**config.mk**
```make
export PLATFORM = sky130hd
export DESIGN_NAME = step_sequencer_flat
export DESIGN_NICKNAME = d
export VERILOG_FILES = /design/src/rtl/step_sequencer_if.sv /design/src/rtl/step_sequencer.sv /design/src/flat_wrapper.sv
export SDC_FILE = /design/constraint.sdc
export NUM_CORES = 1
export LEC_CHECK = 0
export ABC_AREA = 1
export CORE_AREA = 2 2 39 41
export CTS_CLUSTER_DIAMETER = 150
export DETAILED_ROUTE_END_ITERATION = 10
export DIE_AREA = 0 0 41 43
export DONT_BUFFER_PORTS = 1
export HOLD_SLACK_MARGIN = 0.15
export PLACE_DENSITY = 0.56
export RECOVER_POWER = 100
export SLEW_MARGIN = 20
export SYNTH_ARGS = -nofsm -noshare
export SYNTH_HDL_FRONTEND = slang
export SYNTH_SLANG_ARGS = --single-unit
```
**constraint.sdc**
```tcl
create_clock -name clk -period 1.5 [get_ports clk]
set_input_delay 0.3 -clock clk [delete_from_list [all_inputs] [get_ports clk]]
set_output_delay 0.3 -clock clk [all_outputs]
set_load 0.01 [all_outputs]
```
**src/rtl/step_sequencer_if.sv**
```systemverilog
// ---------------------------------------------------------------------------
// step_sequencer_if
//
// Purpose:
//   Groups the command handshake, the counter feedback/strobes and the
//   status outputs of step_sequencer into a single bundle.
//
// Signals:
//   cmd_valid   command present              (master -> slave)
//   cmd_ready   command can be accepted      (slave  -> master)
//   cmd_target  target count                 (master -> slave)
//   abort       cancel command in progress   (master -> slave)
//   count       live counter value           (master -> slave)
//   increment   one-cycle up strobe          (slave  -> master)
//   decrement   one-cycle down strobe        (slave  -> master)
//   busy        command in progress          (slave  -> master)
//   done        one-cycle completion pulse   (slave  -> master)
//
// Modports:
//   master  command source / counter side
//   slave   step_sequencer side
// ---------------------------------------------------------------------------
interface step_sequencer_if #(
    parameter int WIDTH = 4
);
    logic             cmd_valid;
    logic             cmd_ready;
    logic [WIDTH-1:0] cmd_target;
    logic             abort;
    logic [WIDTH-1:0] count;
    logic             increment;
    logic             decrement;
    logic             busy;
    logic             done;

    modport master (
        output cmd_valid,
        output cmd_target,
        output abort,
        output count,
        input  cmd_ready,
        input  increment,
        input  decrement,
        input  busy,
        input  done
    );

    modport slave (
        input  cmd_valid,
        input  cmd_target,
        input  abort,
        input  count,
        output cmd_ready,
        output increment,
        output decrement,
        output busy,
        output done
    );
endinterface

```
**src/rtl/step_sequencer.sv**
```systemverilog
// ---------------------------------------------------------------------------
// step_sequencer
//
// Purpose:
//   Accepts a target value over a valid/ready handshake and drives the
//   up/down counter's increment/decrement strobes one step at a time until
//   the fed-back count equals the target. STEP_GAP idle cycles are forced
//   between consecutive steps. A registered one-cycle done pulse marks
//   completion; abort cancels without done.
//
// Parameters:
//   WIDTH     width of target and count
//   STEP_GAP  idle cycles between consecutive steps (0..15)
//
// Ports:
//   clk    in   single clock, rising edge
//   reset  in   synchronous, active-high
//   bus    step_sequencer_if.slave (cmd_valid/cmd_ready/cmd_target, abort,
//          count, increment/decrement, busy, done)
//
// Build option:
//   STEP_SEQ_WRAP_EN  undefined: linear stepping, never crosses the
//                     all-ones/zero boundary.
//                     defined:   shortest path modulo 2^WIDTH, a tie at
//                     half range increments.
// ---------------------------------------------------------------------------
module step_sequencer #(
    parameter int WIDTH    = 4,
    parameter int STEP_GAP = 0
) (
    input  logic                   clk,
    input  logic                   reset,
    step_sequencer_if.slave        bus
);

    typedef enum logic {
        S_IDLE = 1'b0,
        S_RUN  = 1'b1
    } state_t;

    localparam logic [3:0] GAP_LOAD = 4'(STEP_GAP);

    state_t           state_q, state_d;
    logic [WIDTH-1:0] target_q, target_d;
    logic [3:0]       gap_q, gap_d;
    logic             done_q, done_d;

    logic             at_target;
    logic             step_up;

    assign at_target = (bus.count == target_q);

`ifdef STEP_SEQ_WRAP_EN
    // Forward distance modulo 2^WIDTH; up when it is at most half range.
    localparam logic [WIDTH-1:0] HALF = {1'b1, {(WIDTH-1){1'b0}}};
    logic [WIDTH-1:0] fwd;
    assign fwd     = target_q - bus.count;
    assign step_up = (fwd <= HALF);
`else
    assign step_up = (bus.count < target_q);
`endif

    always_ff @(posedge clk) begin
        if (reset) begin
            state_q  <= S_IDLE;
            target_q <= '0;
            gap_q    <= '0;
            done_q   <= 1'b0;
        end else begin
            state_q  <= state_d;
            target_q <= target_d;
            gap_q    <= gap_d;
            done_q   <= done_d;
        end
    end

    always_comb begin
        state_d       = state_q;
        target_d      = target_q;
        gap_d         = gap_q;
        done_d        = 1'b0;
        bus.cmd_ready = 1'b0;
        bus.busy      = 1'b0;
        bus.increment = 1'b0;
        bus.decrement = 1'b0;

        unique case (state_q)
            S_IDLE: begin
                bus.cmd_ready = 1'b1;
                if (bus.cmd_valid) begin
                    target_d = bus.cmd_target;
                    gap_d    = '0;
                    state_d  = S_RUN;
                end
            end
            S_RUN: begin
                bus.busy = 1'b1;
                // Priority: abort, then arrival, then step/gap countdown.
                if (bus.abort) begin
                    state_d = S_IDLE;
                end else if (at_target) begin
                    state_d = S_IDLE;
                    done_d  = 1'b1;
                end else if (gap_q == 4'd0) begin
                    bus.increment = step_up;
                    bus.decrement = ~step_up;
                    gap_d         = GAP_LOAD;
                end else begin
                    gap_d = gap_q - 4'd1;
                end
            end
            default: state_d = S_IDLE;
        endcase
    end

    assign bus.done = done_q;

endmodule
```
**src/flat_wrapper.sv**
```systemverilog
// flat-port wrapper written by rule: the top's interface ports become plain ports
module step_sequencer_flat 
#(
    parameter int WIDTH    = 4,
    parameter int STEP_GAP = 0
)
  (clk, reset, bus_cmd_valid, bus_cmd_target, bus_abort, bus_count, bus_cmd_ready, bus_increment, bus_decrement, bus_busy, bus_done);
  step_sequencer_if #(.WIDTH(WIDTH)) bus_i ();
  input  logic clk;
  input  logic reset;
  input wire logic [$bits(bus_i.cmd_valid)-1:0] bus_cmd_valid;
  input wire logic [$bits(bus_i.cmd_target)-1:0] bus_cmd_target;
  input wire logic [$bits(bus_i.abort)-1:0] bus_abort;
  input wire logic [$bits(bus_i.count)-1:0] bus_count;
  output wire logic [$bits(bus_i.cmd_ready)-1:0] bus_cmd_ready;
  output wire logic [$bits(bus_i.increment)-1:0] bus_increment;
  output wire logic [$bits(bus_i.decrement)-1:0] bus_decrement;
  output wire logic [$bits(bus_i.busy)-1:0] bus_busy;
  output wire logic [$bits(bus_i.done)-1:0] bus_done;
  assign bus_i.cmd_valid = bus_cmd_valid;
  assign bus_i.cmd_target = bus_cmd_target;
  assign bus_i.abort = bus_abort;
  assign bus_i.count = bus_count;
  assign bus_cmd_ready = bus_i.cmd_ready;
  assign bus_increment = bus_i.increment;
  assign bus_decrement = bus_i.decrement;
  assign bus_busy = bus_i.busy;
  assign bus_done = bus_i.done;
  step_sequencer #(.WIDTH(WIDTH), .STEP_GAP(STEP_GAP)) u_core (.clk(clk), .reset(reset), .bus(bus_i));
endmodule
```
==> impl_metrics.json, run 1 <==
{
  "drive_gt1_share_pct": 32.98,
  "skew_ns": 0.002755,
  "synthMostInstantiatedCell": "inv_1",
  "dr_wl_met3_um": 80,
  "fp.dieH_um": 43,
  "synth_cell_types": 17,
  "start_util_pct": 42.13,
  "synth_area_um2": 583.1,
  "fillers": 137,
  "yosysTopAreaCell": "dfxtp_1",
  "drtAntennaViolNets": 0,
  "vdd_drop_max_mv": 0.7860,
  "clkSinkCount": 10,
  "slew_headroom_pct": 80.19,
  "worst-path-max-fanout": 3,
  "status": "finished with violations",
  "grt_max_degree": 11,
  "rsz0062_at_grt": "true",
  "arrival_ns": 1.38,
  "timing_worst_setup_path_type": "register to primary output",
  "finalWorstPathRequiredPeriod_ns": 1.681,
  "io_pins": 17,
  "vias_per_cell": 4.736,
  "slowest_delay_ns": 0.32,
  "grt_overflow": 0,
  "rows": 14,
  "synth_top_flop_cell": "dfxtp_1",
  "grt_first_pass_wirelength_um": 1925,
  "syn_nets": 99,
  "ys_ff_latch": 10,
  "hp-class": "input pin to register",
  "io_buffers": 0,
  "synthToLayoutAreaGrowth_pct": 29.61,
  "cp_slowest_cell": "dfxtp_2",
  "hold_slack_ns": 0.2098,
  "path_delay_family": "flip-flops",
  "vias": 521,
  "violations": "setup timing",
  "cp.required_ns": 1.20,
  "place_congestion": 0.7337,
  "yosys_warnings": 0,
  "top_layer_used": "met4",
  "die_x_um": 41,
  "synth-seq-area-share_pct": 34.33,
  "met1_length_um": 541,
  "post-place-ws_ns": -0.01029,
  "grt_usage_pct": 16.82,
  "p_per_area_mw_per_mm2": 884.8,
  "worstSkewPairLatency_ns": 0.27,
  "drcViolationCount": 0,
  "period_share_pct": 112.1,
  "wl_met2_um": 547,
  "setup_slack_ns": -0.1814,
  "grt_pass1_vias": 491,
  "worst-path-buf-inv": 2,
  "ctsRootBufferMaster": "clkbuf_4",
  "cts_buffer_depth": 2,
  "tightest_slew_ns": 0.2965,
  "final_hold_viol_count": 0,
  "p_leak_nw": 0.3245,
  "fin_setup_tns_ns": -0.3458,
  "diodes": 0,
  "drt_wl_total_um": 1185,
  "dieArea_mm2": 0.001763,
  "synth_common_cells": "inv_1, nand2_1, nor2_1",
  "initialDrtViolationCount": 3,
  "synth_edf_count": 0,
  "clkTransAtPathRegs_ns": 0.07,
  "setup_viol": 2,
  "syn_avg_cell_area_um2": 7.198,
  "fin_nets": 113,
  "endpoint_kind": "primary output",
  "utilization_pct": 54.61,
  "drv_cap": 0,
  "fmax_mhz": 594.7,
  "dr.pass1.iters": 4,
  "crit_chain": "inv_2 > ha_4 > nand2_2 > nor2_1 > nor2_1 > buf_4 > a21oi_4",
  "antenna_found_initial": 0,
  "final_max_slew_viol_count": 0,
  "async_flop_share_pct": 0,
  "p_total_w": 0.0006686,
  "cts_tree": "yes",
  "hpwlAfterDp_um": 871.7,
  "cts_inserted_buffers": 3,
  "syn_inst": 81,
  "start_kind": "register",
  "detail_route.wl_per_cell_um": 10.77,
  "yosys.area.top_type_share_pct": 34.33,
  "ys_top_cells_by_area": "dfxtp_1, ha_1, inv_1",
  "core_region_area_mm2": 0.001384,
  "cts_max_level": 1,
  "crit_path_frequent_cell": "nor2_1"
}
==> state kept, by name (all words and copies together) (netlist names) <==
name,count
u_core.state_q,1
u_core.bus.done,1
u_core.gap_q,4
u_core.target_q,4
==> what timing repair did <==
action	in CTS	in global routing
endpoints found under the setup margin	2	2
hold buffers	1	0
endpoints found under the hold margin	5	0
resized for setup	12	2
setup buffers	1	1
pin swaps	5	7
==> metrics by stage <==
stage	cell area, um^2	instances
after floorplan	586.8	81
after global placement	651.9	103
after detailed placement	651.9	103
after CTS	762.0	109
after global routing	755.7	110
final	755.7	110
==> path summary, 6_finish.rpt <==
kind | to | start | slack [ns] | cells past startpoint
setup reg to reg | u_core.gap_q[1]$_SDFFE_PP0P_ | u_core.target_q[1]$_SDFFE_PP0P_ | 0.07 | 9
hold / removal | u_core.target_q[0]$_SDFFE_PP0P_ | bus_cmd_target[0] | 0.21 | 2
hold reg to reg | u_core.target_q[2]$_SDFFE_PP0P_ | u_core.target_q[2]$_SDFFE_PP0P_ | 0.47 | 2
setup / recovery | bus_decrement | u_core.target_q[3]$_SDFFE_PP0P_ | -0.18 | 7
==> power breakdown <==
part / switching [W] / internal, W / total [W]
Sequential: 0.00000672 / 0.000278 / 0.000284
Combinational: 0.0000722 / 0.0000647 / 0.000137
Clock: 0.0000998 / 0.000148 / 0.000247
==> cell families after synthesis <==
group,synth area share [%]
AND/OR/NAND/NOR,28.97
flip-flops,34.33
buffers and inverters,9.658
AO/OA/AOI/OAI,12.66
adder cells (fa/ha/maj),12.88
XOR/XNOR,1.502
==> per-layer routing <==
metal,GRT usage [%],up-vias
met5,0,-
met1,19.16,224
li1,-,281
met3,7.853,2
met4,8.000,0
met2,25.31,14
==> cell type report <==
type                            count  area (um^2)  share of cell area (%)
Sequential cell                    10        203.9                   26.99
Timing Repair Buffer                9        70.07                   9.272
Tap cell                           16        20.02                   2.649
Multi-Input combinational cell     56        369.1                   48.84
Inverter                           15        56.30                   7.450
Clock buffer                        4        36.28                   4.801
==> cell usage in the layout, fill, tap and decap left out <==
master         synthesis  final
a21oi_4                0      1
nand3b_1               1      1
nand2_2                3      5
a21oi_2                0      1
nand2_1               12     11
buf_4                  0      8
dfxtp_1               10      7
a21oi_1                8      6
clkbuf_4               0      3
inv_2                  2      3
nor2_2                 2      2
dfxtp_2                0      3
dlygate4sd3_1          0      1
ha_1                   6      3
o21ai_2                1      1
xor2_1                 1      1
nand3_1                3      3
nor4_1                 1      1
o21ai_0                5      5
inv_1                 13     12
nor2_1                11     12
clkbuf_8               0      1
ha_4                   0      3
==> worst register-to-register path: cells and delay by family, from the launching register on <==
family,cells,cell delay [ns]
AO/OA/AOI/OAI,1,0.12
adder cells (fa/ha/maj),1,0.27
buffers and inverters,2,0.17
flip-flops,1,0.32
AND/OR/NAND/NOR,5,0.48
Note: power is estimated with default switching activity, not from simulation.
==> run 2, diff against run 1 <==
--- a/config.mk
+++ b/config.mk
@@ -14,7 +14,7 @@
 export HOLD_SLACK_MARGIN = 0.15
 export PLACE_DENSITY = 0.56
 export RECOVER_POWER = 100
-export SLEW_MARGIN = 20
+export REMOVE_ABC_BUFFERS = 1
 export SYNTH_ARGS = -nofsm -noshare
 export SYNTH_HDL_FRONTEND = slang
 export SYNTH_SLANG_ARGS = --single-unit
==> run 2 against run 1 <==
  * Sequential cell count stayed put
  * Global-route usage shrank 0.99 points
  * Fmax rose by 1.2%
  * Combinational power shrank 3%
  * Clock skew increased by 0.00056 ns
  * Utilization shrank 0.54 points
  * Via count rose by 0.58%
  * Sequential power about the same
  * The run still ends with setup timing left
  * Critical path depth unchanged
  * Total power is 1.0% lower
  * Final area down 0.99%
  * Sequential share of layout area grew 0.10 points
  * Critical endpoint unchanged
==> impl_metrics.json, run 2 (synthesis results as in run 1) <==
{
  "worstHoldStart": "bus_cmd_target[0]",
  "vias": 524,
  "die_x_um": 41,
  "drv_cap": 0,
  "final_max_slew_viol_count": 0,
  "final_hold_viol_count": 0,
  "path_delay_family": "flip-flops",
  "reg_top3": "u_core.gap_q x4, u_core.target_q x4",
  "drcViolationCount": 0,
  "worst-path-buf-inv": 2,
  "initialDrtViolationCount": 7,
  "skew_ns": 0.003316,
  "r2r-start": "u_core.target_q[3]$_SDFFE_PP0P_",
  "reg2reg_slack_ns": 0.10,
  "hpwlAfterDp_um": 868.8,
  "worstReg2RegEnd": "u_core.gap_q[0]$_SDFFE_PP0P_",
  "vias_per_cell": 4.807,
  "drive_gt1_share_pct": 32.26,
  "vdd_drop_max_mv": 0.6872,
  "grt_pass1_vias": 496,
  "finalWorstPathRequiredPeriod_ns": 1.662,
  "timing_worst_setup_path_type": "register to primary output",
  "placed_area_um2": 640.6,
  "mostFrequentLayoutCells": "inv_1, nand2_1, nor2_1, dfxtp_1, buf_4",
  "synthToLayoutAreaGrowth_pct": 28.33,
  "final_area_um2": 748.2,
  "detail_route.wl_per_cell_um": 10.38,
  "rsz0062_at_grt": "true",
  "crit_path_frequent_cell": "nor2_1",
  "dieArea_mm2": 0.001763,
  "cts_max_level": 1,
  "fin_nets": 112,
  "slowest_delay_ns": 0.32,
  "setup_slack_ns": -0.1621,
  "cp.required_ns": 1.20,
  "violations": "setup timing",
  "grt_first_pass_wirelength_um": 1890,
  "whs_endpoint": "u_core.target_q[0]$_SDFFE_PP0P_",
  "worstSkewPairLatency_ns": 0.27,
  "grt_usage_pct": 15.83,
  "setup_viol": 2,
  "drt_wl_total_um": 1131,
  "dr.pass1.iters": 3,
  "antenna_found_initial": 0,
  "clkSinkCount": 10,
  "cts_tree": "yes",
  "crit_chain": "inv_2 > ha_4 > nand2_2 > nor2_1 > nor2_1 > buf_4 > a21oi_4",
  "arrival_ns": 1.36,
  "cp_slowest_cell": "dfxtp_2",
  "start_util_pct": 42.13,
  "place_congestion": 0.6744,
  "start_kind": "register",
  "hold_slack_ns": 0.2109,
  "fmax_mhz": 601.6,
  "r2r_cells": 8,
  "hold_path_depth": 2,
  "core_region_area_mm2": 0.001384,
  "worst-path-max-fanout": 3,
  "tightest_slew_ns": 0.2948,
  "grt_overflow": 0,
  "period_share_pct": 110.8,
  "cts_buffer_depth": 2,
  "endpoint_kind": "primary output",
  "clkTransAtPathRegs_ns": 0.07,
  "grt_max_degree": 11,
  "drtAntennaViolNets": 0,
  "p_per_area_mw_per_mm2": 884.7,
  "fin_setup_tns_ns": -0.3110,
  "post-place-ws_ns": -0.01282,
  "io_buffers": 0,
  "rows": 14,
  "ctsRootBufferMaster": "clkbuf_4",
  "layout_commonest_cell": "inv_1",
  "fp.dieH_um": 43,
  "cts_inserted_buffers": 3,
  "io_pins": 17,
  "diodes": 0,
  "hp-class": "input pin to register",
  "status": "finished with violations",
  "slew_headroom_pct": 80.30,
  "p_leak_nw": 0.3206
}
## run 2: cell types whose count changed in the layout (fill, tap and decap cells not counted), sizes merged
cell / change
buf: -1
## run 2: how the worst max path moves through the flow
| stage | startpoint | to | cells past startpoint |
|---|---|---|---|
| 2_1_floorplan | u_core.target_q[3]$_SDFFE_PP0P_ | bus_decrement | 7 |
| 3_3_place_gp | u_core.target_q[1]$_SDFFE_PP0P_ | bus_increment | 7 |
| 3_5_place_dp | u_core.target_q[1]$_SDFFE_PP0P_ | bus_increment | 7 |
| 4_1_cts | u_core.target_q[1]$_SDFFE_PP0P_ | bus_increment | 7 |
| 5_1_grt | u_core.target_q[3]$_SDFFE_PP0P_ | bus_decrement | 7 |
| 6_report | u_core.target_q[3]$_SDFFE_PP0P_ | bus_decrement | 7 |
## run 2: what timing repair did
| item | 4_1_cts | 5_1_grt |
|---|---|---|
| setup buffers | 2 | 0 |
| setup endpoints to repair | 2 | 2 |
| hold buffers | 1 | 0 |
| endpoints found under the hold margin | 5 | 0 |
| resized for setup | 12 | 3 |
| pin swaps | 5 | 3 |
| cloned | 0 | 0 |
## run 2: power breakdown
group          total (W)  internal (W)  switching (W)  leakage [nW]
combinational   0.000133     0.0000619      0.0000715         0.217
sequential      0.000284      0.000277     0.00000675        0.0824
clock           0.000244      0.000147      0.0000969        0.0210
## run 2: final cells by class
cell class | count | area (um^2)
multi-input combinational | 56 | 370.4
fill | 141 | 635.6
clock buffer | 4 | 36.28
timing repair buffer | 8 | 62.56
inverter | 15 | 56.30
tap | 16 | 20.02
sequential | 10 | 202.7
## run 2: per-layer routing
layer | track usage (%) | vias up | share of wire, % | wire (um)
met5 | 0 | - | 0 | 0
met4 | 8.000 | 0 | 1.6 | 18
met3 | 3.665 | 2 | 4.9 | 55
met2 | 25.31 | 12 | 47 | 532
met1 | 18.57 | 230 | 46 | 524
li1 | - | 280 | - | -
## run 2: per-stage QoR
step / power (W) / util (%) / cells
after global placement: 0.0003914 / 46.29 / 102
final: 0.0006620 / 54.07 / 109
after global routing: 0.0006933 / 54.07 / 109
after detailed placement: 0.0003920 / 46.29 / 102
after CTS: 0.0006719 / 54.88 / 109
after floorplan: 0.0003646 / - / 81
==> run 3, diff against run 2 <==
--- a/config.mk
+++ b/config.mk
@@ -8,6 +8,7 @@
 export ABC_AREA = 1
 export CORE_AREA = 2 2 39 41
 export CTS_CLUSTER_DIAMETER = 150
+export CTS_CLUSTER_SIZE = 28
 export DETAILED_ROUTE_END_ITERATION = 10
 export DIE_AREA = 0 0 41 43
 export DONT_BUFFER_PORTS = 1
==> results of run 3 <==
Final layout, timing and power as in run 2 (identical DEF).
